### config.mk
export PLATFORM = sky130hd
export DESIGN_NAME = rvvi_depacketizer
export DESIGN_NICKNAME = d
export VERILOG_FILES = /design/src/rtl/rvvi_depacketizer.sv
export SDC_FILE = /design/constraint.sdc
export NUM_CORES = 2
export LEC_CHECK = 0
export CORE_MARGIN = 5
export CORE_UTILIZATION = 40
export CTS_BUF_LIST = sky130_fd_sc_hd__clkbuf_8
export CTS_CLUSTER_DIAMETER = 120
export DETAILED_ROUTE_END_ITERATION = 6
export PLACE_DENSITY_LB_ADDON = 0.2
export SLEW_MARGIN = 30
export SYNTH_ARGS = -nofsm -noshare
export SYNTH_HDL_FRONTEND = slang
export SYNTH_SLANG_ARGS = --single-unit
export TNS_END_PERCENT = 100
### constraint.sdc
create_clock -name m_axi_aclk -period 5.3 [get_ports m_axi_aclk]
set_input_delay 0.795 -clock m_axi_aclk [delete_from_list [all_inputs] [get_ports m_axi_aclk]]
set_output_delay 0.795 -clock m_axi_aclk [all_outputs]
set_load 0.02 [all_outputs]
### src/rtl/rvvi_depacketizer.sv
// Receive-side RVVI depacketizer: filters Ethernet frames on destination MAC and ethertype,
// strips the header and reassembles the little-endian payload into one RVVI record.
module rvvi_depacketizer #(
    parameter int          XLEN       = 64,
    parameter int          MAX_CSRS   = 5,
    parameter logic [15:0] ETHER_TYPE = 16'h005c,
    parameter logic [47:0] LOCAL_MAC  = 48'h1654_1111_6843,
    localparam int         RVVI_W     = 72 + 5 * XLEN + MAX_CSRS * (XLEN + 16)
) (
    input  logic              m_axi_aclk,
    input  logic              m_axi_aresetn,
    input  logic [31:0]       RvviAxiRdata,
    input  logic [3:0]        RvviAxiRstrb,
    input  logic              RvviAxiRvalid,
    input  logic              RvviAxiRlast,
    input  logic              RvviAxiRuser,
    output logic              RvviAxiRready,
    output logic [RVVI_W-1:0] rvvi,
    output logic              valid,
    input  logic              ready,
    output logic [15:0]       SeqNum,
    output logic              SeqError,
    output logic [31:0]       FrameCount,
    output logic [31:0]       DropCount
);

    localparam int PAYLOAD_WORDS = (RVVI_W + 31) / 32;
    localparam int LAST_BITS     = RVVI_W - (PAYLOAD_WORDS - 1) * 32;
    localparam int LAST_BYTES    = (LAST_BITS + 7) / 8;
    localparam int IDX_W         = (PAYLOAD_WORDS > 4) ? $clog2(PAYLOAD_WORDS) : 2;

    // Bytes of the final payload beat that carry record bits; the rest may be absent.
    localparam logic [3:0]       LAST_KEEP = 4'((1 << LAST_BYTES) - 1);
    localparam logic [IDX_W-1:0] LAST_SLOT = IDX_W'(PAYLOAD_WORDS - 1);

    typedef enum logic [1:0] {HDR, PAY, DROP, HOLD} state_t;

    state_t             state;
    logic [IDX_W-1:0]   idx;
    logic               rx_ready;
    logic               dst_lo_local;
    logic               dst_lo_bcast;
    logic [15:0]        seq_tag;
    logic [15:0]        seq_expect;
    logic               first_frame;
    logic [31:0]        pay_buf [PAYLOAD_WORDS-1];
    logic [RVVI_W-1:0]  record_next;
    logic               beat;
    logic               full_word;
    logic               dst_hi_ok;
    logic               hdr_bad;

    assign RvviAxiRready = rx_ready;
    assign beat          = RvviAxiRvalid & rx_ready;
    assign full_word     = (RvviAxiRstrb == 4'hF);
    assign dst_hi_ok     = (dst_lo_local && RvviAxiRdata[15:0] == LOCAL_MAC[47:32]) ||
                           (dst_lo_bcast && RvviAxiRdata[15:0] == 16'hFFFF);
    assign hdr_bad       = !full_word ||
                           (idx == IDX_W'(1) && !dst_hi_ok) ||
                           (idx == IDX_W'(3) && RvviAxiRdata[15:0] != ETHER_TYPE);

    // The final beat goes straight into the record; earlier beats come from the buffer.
    always_comb begin
        // NOTE: default assignment first so every path drives record_next and no latch is inferred.
        record_next = '0;
        for (int i = 0; i < PAYLOAD_WORDS - 1; i++) begin
            record_next[i*32 +: 32] = pay_buf[i];
        end
        record_next[RVVI_W-1 -: LAST_BITS] = RvviAxiRdata[LAST_BITS-1:0];
    end

    // NOTE: the payload buffer has no reset; every slot is rewritten before a record is built from it.
    always_ff @(posedge m_axi_aclk) begin
        if (beat && state == PAY && idx != LAST_SLOT) begin
            pay_buf[idx] <= RvviAxiRdata;
        end
    end

    // NOTE: sequential state uses non-blocking assignments only, so every register sees pre-edge values.
    always_ff @(posedge m_axi_aclk or negedge m_axi_aresetn) begin
        if (!m_axi_aresetn) begin
            state        <= HDR;
            idx          <= '0;
            rx_ready     <= 1'b0;
            dst_lo_local <= 1'b0;
            dst_lo_bcast <= 1'b0;
            seq_tag      <= '0;
            seq_expect   <= '0;
            first_frame  <= 1'b1;
            rvvi         <= '0;
            valid        <= 1'b0;
            SeqNum       <= '0;
            SeqError     <= 1'b0;
            FrameCount   <= '0;
            DropCount    <= '0;
        end else begin
            SeqError <= 1'b0;
            case (state)
                HDR: begin
                    rx_ready <= 1'b1;
                    if (beat) begin
                        if (idx == IDX_W'(0)) begin
                            dst_lo_local <= (RvviAxiRdata == LOCAL_MAC[31:0]);
                            dst_lo_bcast <= (RvviAxiRdata == 32'hFFFF_FFFF);
                        end
                        if (idx == IDX_W'(3)) seq_tag <= RvviAxiRdata[31:16];
                        if (RvviAxiRlast) begin
                            idx       <= '0;
                            DropCount <= DropCount + 32'd1;
                        end else if (hdr_bad) begin
                            state     <= DROP;
                            idx       <= '0;
                            DropCount <= DropCount + 32'd1;
                        end else if (idx == IDX_W'(3)) begin
                            state <= PAY;
                            idx   <= '0;
                        end else begin
                            idx <= idx + 1'b1;
                        end
                    end
                end
                PAY: begin
                    if (beat) begin
                        if (idx == LAST_SLOT) begin
                            idx <= '0;
                            if (!RvviAxiRlast) begin
                                state     <= DROP;
                                DropCount <= DropCount + 32'd1;
                            end else if (!RvviAxiRuser && (RvviAxiRstrb & LAST_KEEP) == LAST_KEEP) begin
                                state       <= HOLD;
                                rx_ready    <= 1'b0;
                                valid       <= 1'b1;
                                rvvi        <= record_next;
                                SeqNum      <= seq_tag;
                                SeqError    <= !first_frame && (seq_tag != seq_expect);
                                seq_expect  <= seq_tag + 16'd1;
                                first_frame <= 1'b0;
                            end else begin
                                state     <= HDR;
                                DropCount <= DropCount + 32'd1;
                            end
                        end else if (RvviAxiRlast) begin
                            state     <= HDR;
                            idx       <= '0;
                            DropCount <= DropCount + 32'd1;
                        end else if (!full_word) begin
                            state     <= DROP;
                            idx       <= '0;
                            DropCount <= DropCount + 32'd1;
                        end else begin
                            idx <= idx + 1'b1;
                        end
                    end
                end
                DROP: begin
                    if (beat && RvviAxiRlast) state <= HDR;
                end
                HOLD: begin
                    if (ready) begin
                        valid      <= 1'b0;
                        FrameCount <= FrameCount + 32'd1;
                        state      <= HDR;
                        rx_ready   <= 1'b1;
                    end
                end
                default: state <= HDR;
            endcase
        end
    end

endmodule

# Word-level counts from Yosys, hierarchy flattened
# Memory sizes are Yosys's and may differ from the RTL's. A register that Yosys moved wholly into a read port is not among the register bits.
# Cells that the tools add are included.
# word_totals
register_bits,917
ram_bits,768
out_inout_bits,875
wordCells,152
memories,1
# op_classes
n_addsub,4
n_eq_ne,27
mux,51
bitwise_logic,1
n_reduce_logical,54
# memory_table
memory,words,width,rd,rd_clocked_by_memory_dff,write_ports,line,source
pay_buf,24,32,24,24,1,46,logic [31:0] pay_buf [PAYLOAD_WORDS-1];
# op_table
operator,count
$mux 32,9
$add 32x1->32 const B,2
$pmux 32 s2,1
$mux 5,8
$eq 32x29->1 const B,1
$eq 32x32->1 const B,1
$logic_not 1->1,28
$mux 2,12
$reduce_and 6->1,3
$mux 1,17
$add 16x1->16 const B,1
$eq 16x13->1 const B,1
$eq 16x16->1 const B,1
$ne 16x16->1,1
$ne 16x7->1 const B,1
$ne 2x2->1 const B,6
$pmux 5 s2,1
$logic_and 1x1->1,9
$reduce_and 3->1,3
$pmux 2 s4,1
$reduce_and 7->1,1
$ne 3x3->1 const B,2
$add 5x1->5 const B,1
$eq 5x1->1 const B,1
20 further kinds,25

# Longest topological paths before layout
# logic_depth
ltp_word,11
depth_mapped,11
depth_no_buf,8

# Least setup slack after synthesis
# Ideal clock, no wire load.
# synth_timing
path_type,input to register
startpoint,in RvviAxiRvalid
endpoint,mem pay_buf[15][0] (enable)
setup_ns,0.421
arrival_time_ns,2.816
path_slack_ns,2.063
cell_stages,5
path_buffers,1
cell_sequence,and2_1 -> clkbuf_1 -> and3_1 -> nand2_1 -> nor2_1
# synth_via
elab_chain_cells,5
# synth_lines
item,line,source
from (decl),14,"input logic RvviAxiRvalid,"
$and 1x1->1,54,assign beat = RvviAxiRvalid & rx_ready;
$logic_and 1x1->1 (2 in a row),74,if (beat && state == PAY && idx != LAST_SLOT) begin
$mux 1,74,
$mux 1 (implied by the code),75,pay_buf[idx] <= RvviAxiRdata;
to (decl),46,
# No other way between the ends.

# Final worst setup path
# layout_timing
startpoint,reg idx[1]
endpoint,reg rvvi[528] (read register of pay_buf)
# layout_via
elab_chain_cells,2
# layout_lines
item,line,source
from (decl),39,logic [IDX_W-1:0] idx;
from (signal assigned),118,idx <= idx + 1'b1;
from (signal assigned),151,idx <= idx + 1'b1;
$eq 5x5->1,124,if (idx == LAST_SLOT) begin
$reduce_and 5->1 (no source line),--,
to (decl),18,"output logic [RVVI_W-1:0] rvvi,"
# No other way between the ends.
# A chain may end at the register's enable or synchronous reset.

==> summary.txt <==
Floorplan
  – Die H: 394 um
  – Site row count: 140
  – Initial Util: 40.3%
  – Ports: 917
  – Core area: 146000 um2
  – Chip width: 394 um
  – Die ar.: 155000 um2

Cells and area
  – Final core utilization: 52.3%
  – Layout overhead on the synthesized area: 29.6%
  – Nets: 5932
  – Layout cells sized above 1: 9.05%

Drt
  – Met1 WL: 84.7 mm
  – Post-route DRC: 0
  – Met3 wire length: 19.0 mm
  – Met2 wire len: 96.6 mm
  – DR vias/cell: 5.01
  – Highest routed layer: met5
  – ANT nets after route: 0
  – Drt pass-1 iters: 6
  – Total wire length: 207 mm
  – Vias: 40200
  – WL/cell: 25.8 um
  – DRT iter0 DRCs: 3887

Synth
  – Count leader, synth: nand2_1
  – Post-synth top area share: 39.1%
  – Synth Register Bits: 1685
  – Post-Syn Nets: 4827
  – Commonest cells in the netlist: nand2_1, dfrtp_1, edfxtp_1
  – Seq/Total Area, Yosys: 78.1%
  – Synth area leaders: edfxtp_1, dfrtp_1, nand2_1
  – Post-synth EDFFs: 768
  – Post-Syn Instances: 4778
  – Post-synth cell types: 50
  – Mean post-synth cell area: 12.3 um2
  – Asr flop ratio synth: 54.4%
  – Yosys warns: 0
  – Largest area contributor in the netlist: edfxtp_1
  – Synthesized area: 58900 um2
  – Ys flop type: dfrtp_1

Worst setup path
  – Worst EP required: 6.15 ns
  – CP Buf/Inv Count: 3
  – Startpoint types: register
  – CP cell instances: inv_1 -> ha_1 -> nand4b_1 -> nor3_1 -> nand4_1 -> buf_12 -> buf_12 -> nand2_1 -> nand2_1
  – Worst Path Class, Setup: register to register
  – CP top delay family: simple AND/OR/NAND/NOR gates
  – CP startpoint: idx[1]$_DFFE_PN0P_
  – Critical path arrival: 4.24 ns
  – RR Startpoint: idx[1]$_DFFE_PN0P_
  – CP max stage cell: nand4_1
  – CP max FO: 198
  – Crit end category: register
  – Crit-path max cell delay: 0.47 ns

Clock tree
  – Clock Latency Late Sink: 0.98 ns
  – Clock-pin slew of the registers on the worst-case setup and hold paths: 0.06 ns
  – CTS tree: built
  – Sink Count: 1685
  – Num CTS Buffers: 294
  – H-tree level count: 5
  – Clk root buf: clkbuf_8
  – Maximum clock path buffer count: 4
  – Post-CTS Setup Inserts: 0

GRT
  – Initial antenna violation count: 44
  – Global-route wire length before repair: 292 mm
  – Vias in the first global route: 39000
  – Grt total ovfl: 0
  – Largest net degree at the start of global routing: 199
  – GRT Total Usage: 26.2%

Timing
  – Hold_ws: 0.312 ns
  – TNS Setup: 0 ns
  – Max Fclk: 295 MHz
  – Slew Viols, Final: 0
  – Worst-margin pin slew: 1.18 ns
  – Setup-failing EPs final: 0
  – Relative max-transition margin: 21.3%
  – Skew final: 0.0916 ns
  – Minimum clock period: 3.39 ns
  – Fin crit share: 63.9%
  – Setup WS post-layout: 1.91 ns
  – Final hold vios: 0
  – RSZ-0062 raised after global routing: no

Placement
  – Port-buffer cells: 916
  – Worst slack at placement: 1.51 ns
  – Final Wtd Congestion: 0.829
  – Final HPWL DP: 134 mm

Power and ir drop
  – Sw frac: 22.7%
  – Psw: 5850 uW
  – Pleak: 0.0345 uW
  – PD cells: 337 nW/um2
  – Int Power: 19900 uW
  – Sequential share of power: 53.7%
  – Maximum vdd drop: 0.000231 V
  – Combinational Power Share: 2.9%
  – Tot Pwr: 25700 uW
  – Clock share of power: 43.5%

Job
  – Max-cap violations: 0

Min path
  – HP Start: RvviAxiRdata[8]
  – Worst min path class: input pin to register

Status
  – Status: finished, final reports clean
-- cell usage in the layout, fill, tap and decap left out, drive strengths merged, types with 8 or more instances in the layout --
cell           synthesis  routed
nand2               2485    2485
dfrtp                916     916
clkdlybuf4s50          0     883
edfxtp               768     768
clkbuf               123     329
inv                    8     134
buf                   85     133
nor2                  56      56
xor2                  50      50
nand3                 50      50
xnor2                 43      43
clkinv                 0      43
nand4                 31      31
nor3                  27      27
nor4                  23      23
o21ai                 22      22
mux2                  18      18
and3                  15      15
diode                  0       8
-- final timing paths --
| path | end | slack (ns) | cells past startpoint |
|---|---|---|---|
| worst max-delay path | rvvi[528]$_DFFE_PN0P_ | 1.91 | 9 |
| worst min-delay path | pay_buf[13][8]$_DFFE_PP_ | 0.31 | 1 |
| worst max register to register | rvvi[528]$_DFFE_PN0P_ | 1.91 | 9 |
| max in group asynchronous | valid$_DFFE_PN0P_ | 3.39 | 4 |
| min in group asynchronous | rvvi[131]$_DFFE_PN0P_ | 0.41 | 2 |
| worst min register to register | rvvi[475]$_DFFE_PN0P_ | 0.37 | 2 |
-- metal layers --
metal	track usage (%)	vias up
li1	-	17800
met1	35.3	20200
met2	41.4	1835
met3	7.34	365
met4	8.57	8
met5	0	-
-- flip-flops by register name (all words and copies together) (netlist names), 2 cells and up --
register and flops:
idx 5, seq_expect 16, FrameCount 32, rvvi 792, DropCount 32, SeqNum 16
state 2, pay_buf 768, seq_tag 16
-- per-stage QoR --
stage,cells,instance area [um2]
after floorplan,4778,58900
after global placement,7489,70500
after detailed placement,7502,70800
after CTS,8014,76300
after global routing,8017,76300
final,8023,76400
-- what timing repair did --
item / in CTS / in global routing
endpoints found under the setup margin: 0 / 0
endpoints found under the hold margin: 53 / 0
gates resized for setup: 0 / 0
hold buffers: 1 / 0
-- kinds of logic (layout without fill, tap and decap cells) --
kind of cell	Yosys count	in the layout	share of synthesized area, %
AND/OR/NAND/NOR	2719	2719	18.0
multiplexers	18	18	0.344
XOR/XNOR	93	93	1.38
AO/OA/AOI/OAI	40	40	0.450
buffers and inverters	216	1536	1.58
other	0	8	0
adder cells (fa/ha/maj)	7	7	0.149
flip-flops	1685	1685	78.1
-- power by group through the flow --
stage | clock network, uW | logic (uW) | registers (uW)
global placement | 0 | 754 | 14100
global route | 12000 | 791 | 13800
floorplan | 0 | 127 | 14100
finish | 11200 | 741 | 13800
CTS | 11400 | 757 | 13800
detailed placement | 0 | 755 | 14100
-- layout make-up --
class / count / area [um2]
timing repair buffer: 1017 / 10300
inverter: 8 / 30.0
clock inverter: 182 / 928
clock buffer: 329 / 4530
multi-input combinational: 2877 / 12200
antenna: 8 / 20.0
tap: 1917 / 2400
fill: 12900 / 69700
sequential: 1685 / 46000
No activity file was read; power rests on OpenSTA's default activity.
